===== src/rtl/cacheline_burst_adaptor.sv =====
// Bridges a 256-bit cacheline pmem port onto a narrow sequential burst port.
// Each line transfer becomes BEATS beats, lowest slice first, then a one-cycle pmem_resp.
module cacheline_burst_adaptor #(
  parameter int LINE_BITS = 256,
  parameter int BEAT_BITS = 64
) (
  input  logic                 clk,
  input  logic                 rst_n,
  input  logic [31:0]          pmem_addr,
  input  logic                 pmem_read,
  input  logic                 pmem_write,
  input  logic [LINE_BITS-1:0] pmem_wdata,
  output logic [LINE_BITS-1:0] pmem_rdata,
  output logic                 pmem_resp,
  output logic [31:0]          burst_addr,
  output logic                 burst_read,
  output logic                 burst_write,
  output logic [BEAT_BITS-1:0] burst_wdata,
  input  logic [BEAT_BITS-1:0] burst_rdata,
  input  logic                 burst_resp
);

  localparam int BEATS = LINE_BITS / BEAT_BITS;
  localparam int CNT_W = (BEATS > 1) ? $clog2(BEATS) : 1;
  localparam logic [CNT_W-1:0] LAST_BEAT = CNT_W'(BEATS - 1);
  localparam logic [31:0] ALIGN_MASK = ~(32'(LINE_BITS / 8) - 32'd1);

  typedef enum logic [1:0] {IDLE, RD, WR, RESP} state_t;

  state_t               state_q, state_d;
  logic [CNT_W-1:0]     beat_q, beat_d;
  logic [CNT_W-1:0]     beat_inc;
  logic [LINE_BITS-1:0] line_q, line_d;
  logic [LINE_BITS-1:0] rdata_q, rdata_d;
  logic [31:0]          addr_q, addr_d;
  logic                 resp_q, resp_d;
  logic                 rd_q, rd_d;
  logic                 wr_q, wr_d;
  logic [BEAT_BITS-1:0] wdata_q, wdata_d;

  // line_q doubles as the write-data snapshot and the read assembly buffer;
  // rdata_q is only refreshed on the final read beat so pmem_rdata stays stable.
  always_comb begin
    state_d  = state_q;
    beat_d   = beat_q;
    beat_inc = beat_q + 1'b1;
    line_d   = line_q;
    rdata_d  = rdata_q;
    addr_d   = addr_q;
    resp_d   = 1'b0;
    rd_d     = rd_q;
    wr_d     = wr_q;
    wdata_d  = wdata_q;
    case (state_q)
      IDLE: begin
        beat_d = '0;
        if (pmem_write) begin
          line_d  = pmem_wdata;
          addr_d  = pmem_addr & ALIGN_MASK;
          wdata_d = pmem_wdata[BEAT_BITS-1:0];
          wr_d    = 1'b1;
          state_d = WR;
        end else if (pmem_read) begin
          addr_d  = pmem_addr & ALIGN_MASK;
          rd_d    = 1'b1;
          state_d = RD;
        end
      end
      RD: begin
        if (burst_resp) begin
          line_d[int'(beat_q)*BEAT_BITS +: BEAT_BITS] = burst_rdata;
          if (beat_q == LAST_BEAT) begin
            rdata_d = line_d;
            rd_d    = 1'b0;
            resp_d  = 1'b1;
            state_d = RESP;
          end else begin
            beat_d = beat_inc;
          end
        end
      end
      WR: begin
        if (burst_resp) begin
          if (beat_q == LAST_BEAT) begin
            wr_d    = 1'b0;
            resp_d  = 1'b1;
            state_d = RESP;
          end else begin
            beat_d  = beat_inc;
            wdata_d = line_q[int'(beat_inc)*BEAT_BITS +: BEAT_BITS];
          end
        end
      end
      RESP: begin
        beat_d  = '0;
        state_d = IDLE;
      end
      default: state_d = IDLE;
    endcase
  end

  always_ff @(posedge clk) begin
    if (!rst_n) begin
      state_q <= IDLE;
      beat_q  <= '0;
      line_q  <= '0;
      rdata_q <= '0;
      addr_q  <= '0;
      resp_q  <= 1'b0;
      rd_q    <= 1'b0;
      wr_q    <= 1'b0;
      wdata_q <= '0;
    end else begin
      state_q <= state_d;
      beat_q  <= beat_d;
      line_q  <= line_d;
      rdata_q <= rdata_d;
      addr_q  <= addr_d;
      resp_q  <= resp_d;
      rd_q    <= rd_d;
      wr_q    <= wr_d;
      wdata_q <= wdata_d;
    end
  end

  assign pmem_rdata  = rdata_q;
  assign pmem_resp   = resp_q;
  assign burst_addr  = addr_q;
  assign burst_read  = rd_q;
  assign burst_write = wr_q;
  assign burst_wdata = wdata_q;

endmodule

===== config.mk =====
export PLATFORM = sky130hd
export DESIGN_NAME = cacheline_burst_adaptor
export DESIGN_NICKNAME = d
export VERILOG_FILES = /design/src/rtl/cacheline_burst_adaptor.sv
export SDC_FILE = /design/constraint.sdc
export NUM_CORES = 2
export LEC_CHECK = 0
export ABC_AREA = 1
export BUFFER_PORTS_ARGS = -buffer_cell sky130_fd_sc_hd__buf_2
export CAP_MARGIN = 20
export CORE_AREA = 2 2 276 278
export DETAILED_ROUTE_END_ITERATION = 7
export DIE_AREA = 0 0 278 280
export GPL_TIMING_DRIVEN = 0
export HOLD_SLACK_MARGIN = 0.15
export MAX_ROUTING_LAYER = met4
export PLACE_DENSITY = 0.79
export SLEW_MARGIN = 20
export SYNTH_ARGS = -nofsm -noshare
export SYNTH_HDL_FRONTEND = slang
export SYNTH_SLANG_ARGS = --single-unit

===== constraint.sdc =====
create_clock -name clk -period 3.39 [get_ports clk]
set_input_delay 0.339 -clock clk [delete_from_list [all_inputs] [get_ports clk]]
set_output_delay 0.339 -clock clk [all_outputs]
set_load 0.03 [all_outputs]

==> qor.csv <==
stage,metric,value,unit
outcome,status,"complete, no violations",
drt,first-iteration detailed-routing DRC count,4790,
drt,routed vias,43206,
final_layout,fillers,7289,
worst_setup_path,worst stage delay on the critical path,0.54,ns
global_route,"Remaining Overflow, GRT",0,
synth,#FFs+latches synth,610,
global_route,largest net degree at the start of global routing,19,
drt,Detailed Routing Iterations Pass 1,6,
synth,instance count of the mapped netlist,6170,
min_path,worst min path class,primary input to flop,
synth,Post-Synth Adder-Cell Area,0.322,%
drt,post-route ant nets,0,
synth,largest family of logic cells by synthesized area,simple AND/OR/NAND/NOR gates,
floorplan,Die Height,280,um
pwr,VDD IR-drop max,0.385,mV
pwr,LEAKAGE,25.0,nW
global_route,vias in the first global route,39644,
worst_setup_path,Critical Path Most Common Cell,nor2_1,
sta,Worst-Margin Slew,1.29,ns
clocking,clk buf depth,3,
place,Post-DP Area,0.0399,sq mm
synth,simple-gate portion of the synthesized area,33.3,%
place,DP HPWL,126000,um
pwr,P per Cell Area,802,mW/mm^2
worst_setup_path,Critical Path Source Type,flop,
sta,Final Max Tran Viols,0,
synth,Synth Area in XOR/XNOR,0,%
worst_setup_path,CP endpoint kind,flop,
final_layout,final instance area,0.0449,sq mm
sta,Hold Worst Slack,0.161,ns
worst_setup_path,worst path required time,3.90,ns
worst_setup_path,slowest library cell on the worst path,clkbuf_2,
clocking,"Clk pin slew, worst setup/hold paths",0.07,ns
place,Port Buffer Count,700,
run,Max-Cap Viols,0,
sta,relative slew slack,13.9,%
drt,DRC,0,
synth,Post-Syn Area,0.0349,sq mm
floorplan,I/O pin cnt,712,
sta,RSZ-0062 raised after global routing,false,
sta,min cycle time layout,3.29,ns
synth,"Distinct cells, synth",21,
global_route,initial antenna violation count,11,
clocking,Clock Root Buffer,clkbuf_16,
drt,Routed WL,170000,um
sta,# setup viols final,0,
synth,"Seq/Total Area, Yosys",35.0,%
clocking,TritonCTS clock tree,yes,
floorplan,die width,278,um
clocking,htree depth,3,
clocking,clk_lat worst skew,0.64,ns
worst_setup_path,Crit path arrival time,3.79,ns
final_layout,Area Growth Syn to Fin,28.4,%
worst_setup_path,CP Cell Sequence,buf_2 -> inv_2 -> buf_6 -> ha_1 -> clkbuf_2 -> clkbuf_1 -> nand3_1 -> nand2_1 -> nor2_1 -> nor2_1 -> nor2_1,
global_route,first-pass GRT wire length,243000,um
synth,Mean Syn Cell Area,5.66,sq um
floorplan,Placeable Area,0.0752,sq mm
sta,TNS Setup,0,ns
sta,Fin. Hold Viols,0,
sta,achievable frequency,304,MHz
drt,wire per inst,20.6,um
final_layout,share of layout cells above drive strength 1,13.5,%
floorplan,DIE AREA,0.0778,sq mm
worst_setup_path,Setup CP Type,flop to flop,
synth,mux cell area share after synthesis,0,%
floorplan,Initial Utilization,46.5,%
synth,Ys Warns,0,
worst_setup_path,"Max FO, Critical Path",18,
clocking,Num Clock Sinks,610,
place,GPL Wtd Cong,1.04,
drt,Avg Vias per Cell,5.24,
clocking,CTS Buf Count,73,
final_layout,nets@finish,7567,
floorplan,FP Rows,101,
synth,Compound-Gate Fraction of Synth Area,13.4,%
worst_setup_path,FF-to-FF setup slack,0.10,ns
sta,final worst-path cycle share,96.9,%
sta,clock skew,0.0268,ns
global_route,total track usage,43.1,%
-- power by group --
part / total (mW) / internal (mW) / switching [mW] / leakage [nW]
Clock: 8.30 / 4.91 / 3.39 / 1.21
Sequential: 10.4 / 9.03 / 1.34 / 4.99
Combinational: 17.3 / 4.94 / 12.4 / 18.8
Total: 36.0 / 18.9 / 17.1 / 25.0
-- metal layers --
layer  part of all wire (%)  track usage (%)  vias up
met5                      0                -        -
met4                    8.9             32.6        0
met3                     12             9.61      702
met2                     42             64.2     2769
met1                     37             50.8    19352
li1                       -                -    20383
-- cell families (layout without fill, tap and decap cells) --
group	Yosys count	in the layout
DFF	610	610
and+or+nand+nor	3003	3003
buffers and inverters	1612	2694
adders and majority gates	9	9
other	1	19
AOI/OAI and AO/OA	935	935
-- placed cells by master, fill, tap and decap left out, types with 14 or more instances in the layout --
cell type	instances
nand2_1	1902
inv_1	1200
buf_2	810
nor2_1	807
dfxtp_1	610
a21oi_1	605
o21ai_0	327
nand3_1	285
dlygate4sd3_1	245
clkbuf_1	223
clkbuf_16	79
buf_1	54
clkbuf_2	15
diode_2	14
-- cells in the mapped netlist, drive strengths merged --
master	instances	area [sq um]
conb	1	3.75
o21a	1	7.51
ha	9	113
clkinv	1	3.75
nand2	1904	7150
nor3	2	10.0
nand3	285	1430
buf	182	921
a211oi	1	7.51
dfxtp	610	12200
nor2	812	3050
o21ai	328	1650
clkbuf	224	841
inv	1205	4520
a21oi	605	3030
-- critical path, delay by kind of cell (launching register included) --
kind	cells	cell delay (ns)
fa+ha+maj	1	0.39
buf+inv	5	1.66
flops	1	0.39
simple gates	5	0.67
-- flip-flops by register name, summed over array words and instances, names as in the netlist --
register,count
beat_q,2
burst_addr,27
burst_read,1
burst_wdata,64
burst_write,1
line_q,256
pmem_rdata,256
pmem_resp,1
state_q,2
-- path summary, 6_finish.rpt --
| path | from | end | cells after the start |
|---|---|---|---|
| worst min register to register | burst_read | burst_read | 2 |
| worst max-delay path | beat_q[0] | burst_wdata[62] | 11 |
| worst min-delay path | pmem_wdata[163] | line_q[163] | 5 |
| worst max register to register | beat_q[0] | burst_wdata[62] | 11 |
-- final cells by class --
type	instances	area (sq um)	share of cell area, %
well taps	978	1220	2.73
inverters	1206	4530	10.1
repair buffers	954	6140	13.7
clock inverters	25	293	0.653
plain buffers	404	1780	3.97
flip-flops and latches	610	12200	27.2
clock buffers	105	2170	4.85
diodes	14	35.0	0.0781
multi-input cells	3952	16500	36.7
-- timing repair --
action,in CTS,in global routing
buffers inserted,0,0
setup endpoints to repair,556,8
resized for setup,13,2
pin swaps,0,0
hold buffers,245,0
hold endpoints to repair,295,0
-- metrics by stage --
step	cells	power, mW	util (%)	setup slack (ns)
6_report	8248	36.0	59.7	0.104
5_1_grt	8243	37.9	59.7	0.00506
4_1_cts	8234	35.2	59.6	0.144
3_5_place_dp	7861	26.8	53.1	-1.13
3_3_place_gp	7852	26.5	52.8	-1.60
2_1_floorplan	6174	21.0	-	0.967
No activity file was read; power rests on OpenSTA's default activity.
